File: config.mk
export PLATFORM = sky130hd
export DESIGN_NAME = opl3_reg_write_queue
export DESIGN_NICKNAME = d
export VERILOG_FILES = /design/src/rtl/opl3_reg_write_queue.sv
export SDC_FILE = /design/constraint.sdc
export NUM_CORES = 1
export LEC_CHECK = 0
export BUFFER_PORTS_ARGS = -buffer_cell sky130_fd_sc_hd__buf_2
export CORE_UTILIZATION = 45
export DETAILED_ROUTE_END_ITERATION = 6
export GPL_ROUTABILITY_DRIVEN = 0
export SETUP_SLACK_MARGIN = 0.05
export SYNTH_ARGS = -nofsm -noshare
export SYNTH_HDL_FRONTEND = slang
export SYNTH_SLANG_ARGS = --single-unit
File: constraint.sdc
create_clock -name clk -period 4.1 [get_ports clk]
set_clock_uncertainty 0.15 [all_clocks]
set_input_delay 0.205 -clock clk [delete_from_list [all_inputs] [get_ports clk]]
set_output_delay 0.205 -clock clk [all_outputs]
set_load 0.005 [all_outputs]
File: src/rtl/opl3_reg_write_queue.sv
// Register-write queue: buffers host {address, data} writes in a FIFO and drains them,
// paced, into a register-file write port. Define OPL3_REG_WRITE_QUEUE_STATS_EN for high_water/drop_count.
//
// state | meaning
// IDLE  | may pop the FIFO head into the memory write port
// GAP   | enforcing idle cycles after a drained write; drain_en ignored
module opl3_reg_write_queue #(
  parameter int DEPTH      = 16,
  parameter int ADDR_WIDTH = 9,
  parameter int DATA_WIDTH = 8,
  parameter int WRITE_GAP  = 4
) (
  input  logic                    clk,
  input  logic                    ic_n,
  input  logic                    wr,
  input  logic [ADDR_WIDTH-1:0]   wr_addr,
  input  logic [DATA_WIDTH-1:0]   wr_data,
  output logic                    full,
  output logic                    empty,
  output logic [$clog2(DEPTH):0]  level,
  output logic                    overflow,
  input  logic                    overflow_clr,
  input  logic                    drain_en,
  output logic                    wea,
  output logic [ADDR_WIDTH-1:0]   addra,
  output logic [DATA_WIDTH-1:0]   dia
`ifdef OPL3_REG_WRITE_QUEUE_STATS_EN
  ,
  output logic [$clog2(DEPTH):0]  high_water,
  output logic [15:0]             drop_count
`endif
);

  localparam int PW = $clog2(DEPTH);
  localparam int LW = PW + 1;
  localparam int EW = ADDR_WIDTH + DATA_WIDTH;
  localparam int GW = (WRITE_GAP > 1) ? $clog2(WRITE_GAP) : 1;
  localparam logic [GW-1:0] GAP_LOAD = (WRITE_GAP > 0) ? GW'(WRITE_GAP - 1) : '0;

  typedef enum logic {
    S_IDLE = 1'b0,
    S_GAP  = 1'b1
  } state_t;

  state_t                  state_q, state_d;
  logic [GW-1:0]           gap_q, gap_d;
  logic [LW-1:0]           wptr_q, wptr_d;
  logic [LW-1:0]           rptr_q, rptr_d;
  logic [LW-1:0]           level_q, level_d;
  logic                    ovf_q, ovf_d;
  logic                    wea_q, wea_d;
  logic [ADDR_WIDTH-1:0]   addra_q, addra_d;
  logic [DATA_WIDTH-1:0]   dia_q, dia_d;
  logic [EW-1:0]           mem_q [DEPTH];

  logic push;
  logic pop;
  logic drop;

  // Full/empty come straight from the registered pointers, so they agree with level_q every cycle.
  assign full  = (wptr_q[PW-1:0] == rptr_q[PW-1:0]) && (wptr_q[PW] != rptr_q[PW]);
  assign empty = (wptr_q == rptr_q);
  assign push  = wr && !full;
  assign drop  = wr && full;
  assign pop   = (state_q == S_IDLE) && !empty && drain_en;

  always_comb begin
    wptr_d  = wptr_q + LW'(push);
    rptr_d  = rptr_q + LW'(pop);
    level_d = wptr_d - rptr_d;
    ovf_d   = ovf_q;
    if (drop) begin
      ovf_d = 1'b1;
    end else if (overflow_clr) begin
      ovf_d = 1'b0;
    end
  end

  always_ff @(posedge clk) begin
    if (push) begin
      mem_q[wptr_q[PW-1:0]] <= {wr_addr, wr_data};
    end
  end

  // FSM state register plus the registered pointers and write-port outputs.
  always_ff @(posedge clk or negedge ic_n) begin
    if (!ic_n) begin
      state_q <= S_IDLE;
      gap_q   <= '0;
      wptr_q  <= '0;
      rptr_q  <= '0;
      level_q <= '0;
      ovf_q   <= 1'b0;
      wea_q   <= 1'b0;
      addra_q <= '0;
      dia_q   <= '0;
    end else begin
      state_q <= state_d;
      gap_q   <= gap_d;
      wptr_q  <= wptr_d;
      rptr_q  <= rptr_d;
      level_q <= level_d;
      ovf_q   <= ovf_d;
      wea_q   <= wea_d;
      addra_q <= addra_d;
      dia_q   <= dia_d;
    end
  end

  always_comb begin
    state_d = state_q;
    gap_d   = gap_q;
    case (state_q)
      S_IDLE: begin
        if (pop && (WRITE_GAP != 0)) begin
          state_d = S_GAP;
          gap_d   = GAP_LOAD;
        end
      end
      S_GAP: begin
        if (gap_q == '0) begin
          state_d = S_IDLE;
        end else begin
          gap_d = gap_q - GW'(1);
        end
      end
      default: begin
        state_d = S_IDLE;
        gap_d   = '0;
      end
    endcase
  end

  always_comb begin
    wea_d   = pop;
    addra_d = addra_q;
    dia_d   = dia_q;
    if (pop) begin
      {addra_d, dia_d} = mem_q[rptr_q[PW-1:0]];
    end
  end

  assign level    = level_q;
  assign overflow = ovf_q;
  assign wea      = wea_q;
  assign addra    = addra_q;
  assign dia      = dia_q;

`ifdef OPL3_REG_WRITE_QUEUE_STATS_EN
  logic [LW-1:0] hw_q, hw_d;
  logic [15:0]   dc_q, dc_d;

  always_comb begin
    hw_d = (level_d > hw_q) ? level_d : hw_q;
    dc_d = dc_q;
    // A drop coinciding with the clear is still counted, mirroring overflow.
    if (overflow_clr) begin
      dc_d = drop ? 16'd1 : 16'd0;
    end else if (drop && (dc_q != 16'hFFFF)) begin
      dc_d = dc_q + 16'd1;
    end
  end

  always_ff @(posedge clk or negedge ic_n) begin
    if (!ic_n) begin
      hw_q <= '0;
      dc_q <= '0;
    end else begin
      hw_q <= hw_d;
      dc_q <= dc_d;
    end
  end

  assign high_water = hw_q;
  assign drop_count = dc_q;
`endif

endmodule

# [Word level (Yosys, flattened, before mapping)]
# Memories as Yosys holds them, arrays and structs flattened. A register that Yosys moved wholly into a read port is not among the register bits.
# Index checks and enable logic that the tools add are counted.
[classes] n_eq_ne=5 muxes=10 n_bitwise=1 n_reduce_logical=11 n_addsub=4
[ops] cell="adder 5 x 1 -> 5 bit" n=2
[ops] cell="two-way mux 1 bit" n=6
[ops] cell="== test 5 bit" n=1
[ops] cell="logical AND 1 bit" n=5
[ops] cell="subtractor 5 bit" n=1
[ops] cell="== test 4 bit" n=1
[ops] cell="two-way mux 2 bit" n=2
[ops] cell="!= test 2 bit, second input constant" n=2
[ops] cell="case mux 2 bit (2 select lines)" n=1
[ops] cell="zero test 1 bit" n=3
[ops] cell="zero test 2 bit" n=1
[ops] cell="case mux 1 bit (2 select lines)" n=1
[ops] cell="AND reduction 2 bit" n=1
[ops] cell="nonzero test 2 bit" n=1
[ops] cell="subtractor 2 x 1 -> 2 bit, second input constant" n=1
[ops] cell="!= test 1 bit" n=1
[ops] cell="inverter 1 bit" n=1
[word_totals] memories=1 mem_bits_rw=272 input_bits=22 word_cells=39 ff_bits=20 output_inout_bits=26
[mem_list] name="mem_q" depth=16 width=17 read_ports=1 rd_clocked_by_memory_dff=1 write_ports=1 line_no="54" rtl="logic [EW-1:0] mem_q [DEPTH];"

# [Longest topological paths before layout]
# Gate-level depths: netlist (run 1).
[logic_depth] ltp_word=6 depth_mapped=13

# [Worst setup path before layout (run 1)]
# No wires, ideal clock.
[synth_timing] path_type="register to register" startpoint="register wptr_q[3]" endpoint="register level_q[4] (netlist: level[4])" setup_slack_ps=1060 path_stages_with_launch=14 arrival_ps=2755 path_buffers=3 cell_sequence="dfrtp_1 -> buf_4 -> xnor2_1 -> nand4_2 -> o21ba_2 -> buf_6 -> buf_6 -> ha_1 -> ha_1 -> xnor2_1 -> ha_1 -> a21o_1 -> a21oi_1 -> xor3_1"
[synth_via] elab_chain_cells=6 word_cells_on_any_way=11 cone_classes="3 x add/sub; 2 x eq/ne; 6 x reduce/logical"
[synth_rtl] element="start: declaration" line_no="47" rtl="logic [LW-1:0] wptr_q, wptr_d;"
[synth_rtl] element="start signal: assignment" line_no="100" rtl="wptr_q <= wptr_d;"
[synth_rtl] element="== test 5 bit" line_no="62" rtl="assign empty = (wptr_q == rptr_q);"
[synth_rtl] element="zero test 1 bit" line_no="65" rtl="assign pop = (state_q == S_IDLE) && !empty && drain_en;"
[synth_rtl] element="logical AND 1 bit (2 in series)" line_no="65"
[synth_rtl] element="net pop" line_no="57" rtl="logic pop;"
[synth_rtl] element="adder 5 x 1 -> 5 bit" line_no="69" rtl="rptr_d = rptr_q + LW'(pop);"
[synth_rtl] element="subtractor 5 bit" line_no="70" rtl="level_d = wptr_d - rptr_d;"
[synth_rtl] element="net level_d[4]" line_no="49" rtl="logic [LW-1:0] level_q, level_d;"
[synth_rtl] element="end signal: assignment" line_no="102" rtl="level_q <= level_d;"
[synth_rtl] element="end: declaration" line_no="49"
# The timed path passes the listed nets, and every way through them passes these cells.
# A chain may end at the register's enable or synchronous reset.

# [Final worst setup path (run 1)]
[layout_timing] startpoint="register rptr_q[0]" endpoint="register level_q[4] (netlist: level[4])"
[layout_via] elab_chain_cells=6 word_cells_on_any_way=11 cone_classes="3 x add/sub; 2 x eq/ne; 6 x reduce/logical"
[layout_rtl] element="start: declaration" line_no="48" rtl="logic [LW-1:0] rptr_q, rptr_d;"
[layout_rtl] element="start signal: assignment" line_no="101" rtl="rptr_q <= rptr_d;"
[layout_rtl] element="== test 4 bit" line_no="61" rtl="assign full = (wptr_q[PW-1:0] == rptr_q[PW-1:0]) && (wptr_q[PW] != rptr_q[PW]);"
[layout_rtl] element="logical AND 1 bit" line_no="61"
[layout_rtl] element="zero test 1 bit" line_no="63" rtl="assign push = wr && !full;"
[layout_rtl] element="logical AND 1 bit" line_no="63"
[layout_rtl] element="adder 5 x 1 -> 5 bit" line_no="68" rtl="wptr_d = wptr_q + LW'(push);"
[layout_rtl] element="net wptr_d[2]" line_no="47"
[layout_rtl] element="subtractor 5 bit" line_no="70"
[layout_rtl] element="net level_d[4]" line_no="49"
# The timed path passes the listed nets, and every way through them passes these cells.

==> metrics.md, run 1 <==
| Metric | Value |
|---|---|
| Mean Syn Cell Area | about 21 um^2 |
| Skew-Pair Late Insertion Delay | about 0.56 ns |
| I/O Pins | 48 |
| Leakage power | 4.772 nW |
| Die height | 165.2 um |
| Slew headroom | 24.80% |
| DP Area | 12670 um^2 |
| Tot GR Track Use | 20.05% |
| Die Wd | 165.2 um |
| Nets | 689 |
| Worst-case vdd ir drop | 338.8 uV |
| R2R depth | 11 |
| HP Class | input port to register |
| CTS sink cnt | 309 |
| Reg2reg setup slack | 0.91 ns |
| Worst hold endpoint | wptr_q[0] |
| Via count | slightly below 6000 |
| Reg-to-Reg Start | rptr_q[0] |
| Fmax | 313.5 MHz |
| Ratio of final minimum period to clock period | 77.80% |
| Setup CP Type | register to register |
| Biggest area consumer among synthesized cells | edfxtp_1 |
| Post-CTS Setup Repair Bufs | 0 |
| Mapped Area | 11990 um^2 |
| Total of max-cap violations | 0 |
| Setup_tns | 0 ns |
| Register area share after synthesis | 75.85% |
| Post-Syn Nets | 594 |
| Critical path launch point type | register |
| CTS clk-pin slew, worst paths | 0.06 ns |
| ANT cells | 0 |
| Synth top area cells | edfxtp_1 (68%), mux4_2 (13%), dfrtp_1 (7.7%), a22oi_1 (2.1%), mux2_4 (1.4%) |
| First-pass GRT wire length | 38.71 mm |
| Drt initial violations | 524 |
| R2r endpoint | level[4] |
| Layout overhead on the synthesized area | 16.28% |
| Pre-CTS WS | about 0.86 ns |
| Critical Path RT | 4.39 ns |
| Hold path start | wr |
| Data arrival, critical path | around 3.5 ns |
| Initial antenna violation count | 0 |
| Routed WL per cell | 25.67 um |
| Synth cell types | 34 |
| DPL Wire Length | 14.39 mm |
| Drt drc | 13 |
| Clock buffer depth | 3 |
| Port bufs | 47 |
| Period minus WS final | 3.190 ns |
| CP endpoint kind | register |
| Initial Util | 45.88% |
| Worst hold stages | 3 |
| Core Box Area | between 20000 and 30000 um^2 |
| Pwr Density | 719.3 nW/um^2 |
| Final cell count without fillers | between 1000 and 1500 |
| Status | finished with violations |
| Crit path max fanout | 25 |
| Syn Inst Count | 561 |
| Die Area | 27300 um^2 |
| Violations in the final reports | DRC |
| Yosys warning total | 0 |
| Area fraction of the dominant cell type after synthesis | a little under 70% |
| H-Tree Depth | 1 |
| Most frequent cells in the layout | edfxtp_1 (272), mux4_2 (68), buf_2 (47) |
| Drt pass-1 iters | 7 |
| Row count | 59 |
| Congestion Overflow GR | 0 |
| # placed instances | roughly 940 |
| Fraction of layout cells with a size suffix above 1 | between 30 and 40% |
| CTS tree | yes |
| Number of fillers in the final layout | 2009 |
| Largest net degree at the start of global routing | 72 |
| Vias per cell | 5.717 |
| Final Total Pwr | 0.01003 W |
| ANT nets after route | 0 |
| Total wire length | 26.08 mm |
| Setup slack after layout | 0.9103 ns |
| # setup viols final | 0 |
| Commonest non-fill, non-tap cell in the layout | edfxtp_1 |
| Final count of hold timing violations | 0 |
| Least-Margin Pin Slew | 1.128 ns |
| Design area | roughly 14000 um^2 |
| RSZ-0062 raised after global routing | false |
| Slew Limit Fails | 0 |
| Vias in the first global route | 5958 |
| Yosys reg bits | 309 |
| Clk root buf | clkbuf_16 |
| CTS buffer count | 31 |
cells by family after synthesis:
logic type,count (synthesis),share of synthesized area [%]
compound gates,47,2.985
xor+xnor,16,1.294
fa+ha+maj,11,1.211
buf+inv,42,2.025
flops,309,75.85
mux,85,14.72
simple gates,51,1.920
cell type report:
| cell class | instances | area [um^2] | share of cell area, % |
|---|---|---|---|
| flip-flops and latches | 309 | 9099 | 65.27 |
| multi-input cells | 210 | 2703 | 19.39 |
| clock buffers | 42 | 837.1 | 6.004 |
| repair buffers | 90 | 610.6 | 4.380 |
| well taps | 335 | 419.2 | 3.007 |
| clock inverters | 16 | 220.2 | 1.580 |
| inverters | 14 | 52.55 | 0.3770 |
stage by stage:
step           util [%]  hold slack (ns)
6_report          53.35           0.1072
2_1_floorplan         -          -0.2406
5_1_grt           53.35           0.1222
3_5_place_dp      48.50           0.3019
4_1_cts           53.35          0.07351
3_3_place_gp      48.50           0.2739
what timing repair did:
item / in CTS / in global routing
gates resized for setup: 0 / 0
endpoints found under the hold margin: 312 / 0
hold buffers: 21 / 0
cell usage after synthesis:
cell       instances
a211o_1            1
a21o_1             2
a21oi_1            2
a22o_1             1
a22oi_1           33
a22oi_2            1
and2_1             1
buf_1              3
buf_12             3
buf_2              5
buf_4              2
buf_6              3
clkbuf_1          12
dfrtp_1           37
edfxtp_1         272
fa_1               1
ha_1              10
inv_1             14
mux2_2             6
mux2_4            11
mux4_2            68
nand2_1           18
nand2b_1           4
nand3_1            4
nand4_2            1
nor2_1            16
nor2b_1            3
nor3_1             4
o2111ai_1          4
o21ai_0            2
o21ba_2            1
xnor2_1           13
xor2_1             2
xor3_1             1
sequential cells by signal, summed over array words and instances (netlist names):
name,count
wea,1
dia,8
rptr_q,5
gap_q,2
wptr_q,5
level,5
overflow,1
mem_q,272
addra,9
state_q,1
per-layer routing:
metal | global-route usage, % | routed length [um] | vias up
li1 | - | - | 2481
met1 | 28.60 | 11250 | 3109
met2 | 32.67 | 12780 | 191
met3 | 3.222 | 1672 | 27
met4 | 4.337 | 378 | 0
met5 | 0 | 0 | -
critical path: stages, from the launching register on:
cell	delay [ns]
dfrtp_4	0.75
xnor2_1	0.19
nand4_2	0.18
nor2_1	0.21
nor2b_1	0.10
ha_1	0.19
ha_1	0.20
xor2_1	0.19
ha_1	0.36
a21o_1	0.17
a21oi_1	0.15
xor3_1	0.24
power breakdown:
| group | internal, W | leakage, nW | switching, W | total (W) |
|---|---|---|---|---|
| registers | 0.00391 | 2.90 | 0.000304 | 0.00421 |
| clock network | 0.00175 | 0.500 | 0.00116 | 0.00291 |
| logic | 0.00141 | 1.37 | 0.00150 | 0.00291 |
| total | 0.00706 | 4.77 | 0.00297 | 0.0100 |
how the worst max path moves through the flow:
| stage | slack (ns) | endpoint | cells after the start | startpoint |
|---|---|---|---|---|
| finish | 0.91 | level[4] | 11 | rptr_q[0] |
| global route | 0.63 | level[4] | 11 | rptr_q[0] |
| CTS | 0.87 | level[4] | 11 | rptr_q[0] |
| detailed placement | 0.86 | level[4] | 11 | rptr_q[0] |
| global placement | 0.93 | level[4] | 10 | rptr_q[0] |
| floorplan | 1.06 | level[4] | 13 | wptr_q[3] |
Note: power is estimated with default switching activity, not from simulation.
==> inputs of run 2 (changes only) <==
- ABC_AREA: default -> 1
- clock period: 4.1 -> 2.94 ns (I/O delays scaled with it)
==> run 2 against run 1 <==
Against the previous run: the run now ends clean; global-route usage is 1.7 points higher; clock power increased by 55%; first-iteration DRC count rose by 44%; sequential power is 35% higher; die area rose by 12%; worst setup slack got worse by 0.71 ns; sequential share of layout area shrank 7.4 points; sequential cell count is the same; non-clock buffer count rose by 26; critical path type unchanged; critical endpoint unchanged.
==> metrics.md, run 2 <==
| Metric | Value |
|---|---|
| Leakage power | 6.952 nW (+46%) |
| Max incr delay on CP | 0.50 ns (-0.25 ns) |
| Die Wd | 174.8 um (+5.8%) |
| Pwr Density | 996.4 nW/um^2 (+39%) |
| Critical path launch point type | register |
| Pre-CTS WS | 0.09565 ns (-0.7634 ns) |
| Initial Util | 46.33% (+0.46 points) |
| Highest metal used | met4 |
| # placed instances | 1726 (+84%) |
| Reg2reg setup slack | 0.20 ns (-0.71 ns) |
| Setup crit start | rptr_q[0] |
| CTS clk-pin slew, worst paths | 0.06 ns (about the same) |
| Total of max-cap violations | 0 (unchanged) |
| Clk root buf | clkbuf_16 |
| Data arrival, critical path | 2.99 ns (-0.48 ns) |
| Final cell count without fillers | 1813 (+78%) |
| Critical Path RT | 3.19 ns (-1.20 ns) |
| Drt drc | 0 (-13) |
| Setup CP Type | register to register |
| Setup_tns | 0 ns (unchanged) |
| Register area share after synthesis | 67.65% (-8.2 points) |
| Drt pass-1 iters | 6 (-1) |
| Reg-to-Reg Start | rptr_q[0] |
| R2R depth | 18 (+7) |
| Total wire length | 32.12 mm (+23%) |
| Number of flip-flops under the largest register name | 272 (unchanged) |
| CTS buffer count | 35 (+13%) |
| Ratio of final minimum period to clock period | 93.20% (+15 points) |
| Synth top area cells | edfxtp_1 (61%), nand2_1 (12%), nand3_1 (7.9%), dfrtp_1 (6.9%), inv_1 (6.4%) |
| ANT cells | 0 (unchanged) |
| Vias per cell | 4.901 (-14%) |
| Post-synth EDFFs | 272 (unchanged) |
| Tot GR Track Use | 21.79% (+1.7 points) |
| Cell Chain, Critical Path | nand2_1, nand2_1, a21oi_2, nand3b_1, nand2_2, inv_2, ha_4, ha_4, xor2_2, ha_1, inv_1, o21bai_1, a21oi_2, inv_1, nand2_1, nand2_1, nand2_1, nand2_1 |
| Async S/R FF share, synth | 11.97% (unchanged) |
| Ys flop type | edfxtp_1 |
| Setup slack after layout | 0.2001 ns (-0.7103 ns) |
| CTS tree | yes |
| CP endpoint kind | register |
| Routed met3 length | 1.519 mm (-9.2%) |
| Commonest non-fill, non-tap cell in the layout | nand2_1 |
| Vias in the first global route | 8863 (+49%) |
| CP bufs+invs | 3 (+3) |
| CP most frequent cell | nand2_1 |
| Crit path depth | 18 (+7) |
| Crit path max fanout | 4 (-84%) |
| Metal-1 WL | 14.18 mm (+26%) |
| Status | finished clean |
| Routed WL per cell | 17.71 um (-31%) |
| Largest net degree at the start of global routing | 137 (+90%) |
| ANT nets after route | 0 (unchanged) |
| Slew headroom | 36.92% (+12 points) |
| Row count | 62 (+5.1%) |
| Most frequent cells in the layout | nand2_1 (442), edfxtp_1 (272), inv_1 (228) |
| Period minus WS final | 2.740 ns (-0.4497 ns) |
| Via count | 8886 (+53%) |
| Yosys warning total | 0 (unchanged) |
| R2r endpoint | level[4] |
| CTS sink cnt | 309 (unchanged) |
| Post-Syn Nets | 1345 (+130%) |
| Die Area | 30570 um^2 (+12%) |
| Syn Inst Count | 1312 (+130%) |
| Fmax | 365.0 MHz (+16%) |
| Final Total Pwr | 0.01566 W (+56%) |
| HP Class | input port to register |
| I/O Pins | 48 (unchanged) |
| Die height | 174.8 um (+5.8%) |
| Worst-case vdd ir drop | 823.5 uV (+140%) |
| Layout overhead on the synthesized area | 16.95% |
| Worst setup path endpoint | level[4] |
| Slowest-stage cell, CP | dfrtp_4 |
| H-Tree Depth | 2 (+1) |
| Biggest area consumer among synthesized cells | edfxtp_1 |
| Clock buffer depth | 3 (unchanged) |
| Slew Limit Fails | 0 (unchanged) |
| Final count of hold timing violations | 0 (unchanged) |
| Hold_ws | 0.06275 ns (-0.04444 ns) |
| Mean Syn Cell Area | 10.25 um^2 (-52%) |
| Top Family by Delay on Critical Path | adder cells |
| Most common cell in the synthesized netlist | nand2_1 |
| Drt initial violations | 752 (+44%) |
| Congestion Overflow GR | 0 (unchanged) |
| # setup viols final | 0 (unchanged) |
| Port bufs | 47 (unchanged) |
| Synth cell types | 25 (-26%) |
| Commonest cells post-synth | nand2_1 (443), edfxtp_1 (272), inv_1 (229) |
| Mapped Area | 13440 um^2 (+12%) |
| Initial antenna violation count | 0 (unchanged) |
| Core Box Area | 29010 um^2 (+11%) |
| Least-Margin Pin Slew | 0.9462 ns (-0.1818 ns) |
| Skew-Pair Late Insertion Delay | 0.51 ns (-0.05 ns) |
| Yosys reg bits | 309 (unchanged) |
| Nets | 1438 (+110%) |
| First-pass GRT wire length | 50.20 mm (+30%) |
| Metal2 WL | 15.65 mm (+22%) |
| RSZ-0062 raised after global routing | false |
| DPL Wire Length | 17.36 mm (+21%) |
| Fraction of layout cells with a size suffix above 1 | 12.46% (-20 points) |
| Area fraction of the dominant cell type after synthesis | 60.76% (-7.4 points) |
==> run 2: timing repair <==
action | CTS | global route
endpoints found under the setup margin | 0 | 2
setup buffers | 0 | 5
hold endpoints to repair | 302 | 0
gates resized for setup | 0 | 15
hold buffers | 21 | 0
==> run 2: worst min-delay path, cell delays in order <==
cell and delay, ns:
buf_2 0.08, inv_1 0.03, nor2_1 0.12, nand2_2 0.08, inv_2 0.07, ha_2 0.16
==> run 2: logic make-up after synthesis <==
logic type / share of synthesized area [%]
AND/OR/NAND/NOR: 21.01
flip-flops: 67.65
buffers and inverters: 9.224
XOR/XNOR: 0.7167
adder cells (fa/ha/maj): 1.080
AO/OA/AOI/OAI: 0.3258
==> run 2: where the power goes <==
part	internal [W]	switching, W	total, W
combinational	0.00179	0.00370	0.00548
clock	0.00284	0.00167	0.00451
sequential	0.00545	0.000221	0.00567
total	0.0101	0.00559	0.0157
==> run 2: worst min path at each step <==
stage,start,end,slack (ns),cells past startpoint
after CTS,drain_en,rptr_q[0],0.04,6
after detailed placement,ic_n,dia[3],0.07,1
final,drain_en,rptr_q[0],0.06,6
after global placement,ic_n,dia[3],0.07,1
after floorplan,ic_n,addra[0],-0.30,0
after global routing,drain_en,rptr_q[0],0.10,6
==> run 2: per-layer routing <==
metal / vias up / track usage (%)
met5: - / 0
met4: 0 / 6.884
met3: 48 / 2.654
met2: 201 / 37.14
met1: 4262 / 29.06
li1: 4375 / -
==> run 2: area by class of cell <==
type                       count  area (um^2)
fill                        2533        13290
sequential                   309         9101
multi-input combinational    709         3211
clock buffer                  46        969.7
inverter                     234        880.8
timing repair buffer         116        855.8
tap                          384        480.5
clock inverter                15        222.7
==> run 2: per-stage QoR <==
stage          instance area (um^2)  utilization [%]
4_1_cts                       15620            53.85
3_3_place_gp                  14220            49.01
6_report                      15720            54.19
5_1_grt                       15720            54.19
3_5_place_dp                  14220            49.01
2_1_floorplan                 13450                -
==> inputs of run 3 (changes only) <==
- REMOVE_ABC_BUFFERS: default -> 1
==> run 3 against run 2 <==
Against the previous run: sequential share of layout area increased by 0.36 points; sequential cell count unchanged; worst setup slack got worse by 0.050 ns; register-to-register slack got worse by 0.05 ns; critical path depth unchanged; global-route usage decreased by 0.42 points; utilization decreased by 0.34 points; first-iteration DRC count increased by 0.80%; final area decreased by 0.62%; sequential power about the same; critical endpoint unchanged.
==> metrics.md, run 3 (synthesis gave the netlist of run 2 again) <==
| Metric | Value |
|---|---|
| Fmax | 358.5 MHz (-1.8%) |
| Period minus WS final | 2.790 ns (+0.04974 ns) |
| Leakage power | 6.906 nW (-0.66%) |
| Initial Util | 46.33% (unchanged) |
| Clk root buf | clkbuf_16 |
| Initial antenna violation count | 0 (unchanged) |
| Internal power | 0.009629 W (-4.4%) |
| CTS sink cnt | 309 (unchanged) |
| Largest net degree at the start of global routing | 137 (unchanged) |
| Total of max-cap violations | 0 (unchanged) |
| Layout overhead on the synthesized area | 16.22% |
| Commonest non-fill, non-tap cell in the layout | nand2_1 |
| # setup viols final | 0 (unchanged) |
| R2r endpoint | level[4] |
| Sw Ratio | 36.53% (+0.86 points) |
| Crit path max fanout | 4 (unchanged) |
| Via count | 8965 (+0.89%) |
| Clock buffer depth | 3 (unchanged) |
| Die Wd | 174.8 um (unchanged) |
| Drt initial violations | 758 (+0.80%) |
| CP endpoint kind | register |
| ANT cells | 0 (unchanged) |
| Final count of hold timing violations | 0 (unchanged) |
| H-Tree Depth | 2 (unchanged) |
| Vias in the first global route | 8768 (-1.1%) |
| HP Class | input port to register |
| Port bufs | 47 (unchanged) |
| Area of the multi-input gates | 3221 um^2 (+0.31%) |
| Slew Limit Fails | 0 (unchanged) |
| First-pass GRT wire length | 49.62 mm (-1.2%) |
| Die height | 174.8 um (unchanged) |
| Drt drc | 0 (unchanged) |
| Setup crit start | rptr_q[0] |
| Routed WL per cell | 17.57 um (-0.79%) |
| DP Area | 14250 um^2 (+0.18%) |
| Congestion Overflow GR | 0 (unchanged) |
| Register area | 9101 um^2 (unchanged) |
| Number of flip-flops under the largest register name | 272 (unchanged) |
| Reg-to-Reg Start | rptr_q[0] |
| Tot GR Track Use | 21.37% (-0.42 points) |
| CTS clk-pin slew, worst paths | 0.06 ns (about the same) |
| Drt pass-1 iters | 7 (+1) |
| Total wire length | 31.86 mm (-0.79%) |
| Worst hold stages | 6 (unchanged) |
| Critical path launch point type | register |
| Design area | 15620 um^2 (-0.62%) |
| R2R depth | 18 (unchanged) |
| Seq pwr share | 37.4% (+1.2 points) |
| Row count | 62 (unchanged) |
| Pwr Density | 971.0 nW/um^2 (-2.6%) |
| Least-Margin Pin Slew | 0.9368 ns (-0.009403 ns) |
| Logic gate share of total power | 35.9% (+0.9 points) |
| Clock network fraction of total power | 26.7% (-2.1 points) |
| Setup_tns | 0 ns (unchanged) |
| Vias per cell | 4.945 (+0.89%) |
| CTS buffer count | 35 (unchanged) |
| Die Area | 30570 um^2 (unchanged) |
| Fraction of layout cells with a size suffix above 1 | 12.53% (+0.070 points) |
| CTS tree | yes |
| Worst setup path endpoint | level[4] |
| Core Box Area | 29010 um^2 (unchanged) |
| Reg2reg setup slack | 0.15 ns (-0.05 ns) |
| Ratio of final minimum period to clock period | 94.89% (+1.7 points) |
| Slew headroom | 37.55% (+0.63 points) |
| Skew-Pair Late Insertion Delay | 0.50 ns (about the same) |
| ANT nets after route | 0 (unchanged) |
| Worst-case vdd ir drop | 734.9 uV (-11%) |
| Data arrival, critical path | 3.03 ns (+0.04 ns) |
| DPL Wire Length | 17.10 mm (-1.5%) |
| Nets | 1438 (unchanged) |
| Most frequent cells in the layout | nand2_1 (441), edfxtp_1 (272), inv_1 (229) |
| I/O Pins | 48 (unchanged) |
| Switch Pwr | 0.005541 W (-0.82%) |
| Status | finished clean |
| Setup CP Type | register to register |
| Hold_ws | 0.05522 ns (-0.007524 ns) |
| Critical Path RT | 3.18 ns (about the same) |
| Number of fillers in the final layout | 2512 (-0.83%) |
run 3: cell types whose count changed in the layout (fill, tap and decap cells not counted), sizes merged:
cell	delta
bufinv	-5
clkbuf	+2
clkinvlp	-2
inv	+1
clkinv	+4
run 3: worst min path at each step:
stage,start,end,slack (ns)
after floorplan,ic_n,addra[0],-0.30
after global placement,ic_n,gap_q[1],0.11
after detailed placement,ic_n,addra[2],0.12
after CTS,drain_en,rptr_q[0],0.06
after global routing,drain_en,rptr_q[0],0.10
final,drain_en,rptr_q[0],0.06
run 3: final cells by class:
type,count,area share (%)
flip-flops and latches,309,58.25
multi-input cells,709,20.61
clock buffers,48,6.174
repair buffers,116,5.662
inverters,234,5.638
well taps,384,3.075
clock inverters,13,0.5846
run 3: what timing repair did:
action,in CTS,in global routing
hold endpoints to repair,301,0
setup buffers,0,5
gates resized for setup,0,15
endpoints found under the setup margin,0,2
hold buffers,21,0
run 3: power groups by stage:
stage	Clock (W)	Combinational [W]	Sequential, W
6_report	0.00405	0.00545	0.00568
5_1_grt	0.00426	0.00609	0.00573
4_1_cts	0.00411	0.00533	0.00567
3_5_place_dp	0	0.00526	0.00575
3_3_place_gp	0	0.00522	0.00574
2_1_floorplan	0	0.00300	0.00609
run 3: worst max-delay path, cell delays in order (launching register included):
cell	delay (ns)
dfrtp_4	0.51
nand2_2	0.08
nand2_1	0.06
a21oi_2	0.16
nand3_2	0.11
nand2_2	0.10
inv_2	0.05
ha_2	0.17
ha_2	0.18
xor2_1	0.19
inv_1	0.10
ha_4	0.27
inv_1	0.04
o21bai_1	0.19
a21oi_2	0.09
inv_1	0.05
nand2_1	0.06
nand3_1	0.07
nand2_1	0.06
run 3: per-layer routing:
metal / global-route usage [%] / up-vias / share of wire, %
li1: - / 4381 / -
met1: 28.37 / 4285 / 44
met2: 36.34 / 243 / 49
met3: 2.589 / 56 / 4.3
met4: 7.319 / 0 / 2.8
met5: 0 / - / 0
run 3: per-stage QoR:
stage	setup WS (ns)	util [%]	total power, W	instances
after floorplan	-3.831	-	0.009087	1252
after global placement	0.1463	49.10	0.01096	1726
after global routing	-0.01933	53.85	0.01608	1813
after CTS	0.09907	53.47	0.01511	1808
final	0.1503	53.85	0.01517	1813
after detailed placement	0.1181	49.10	0.01102	1726
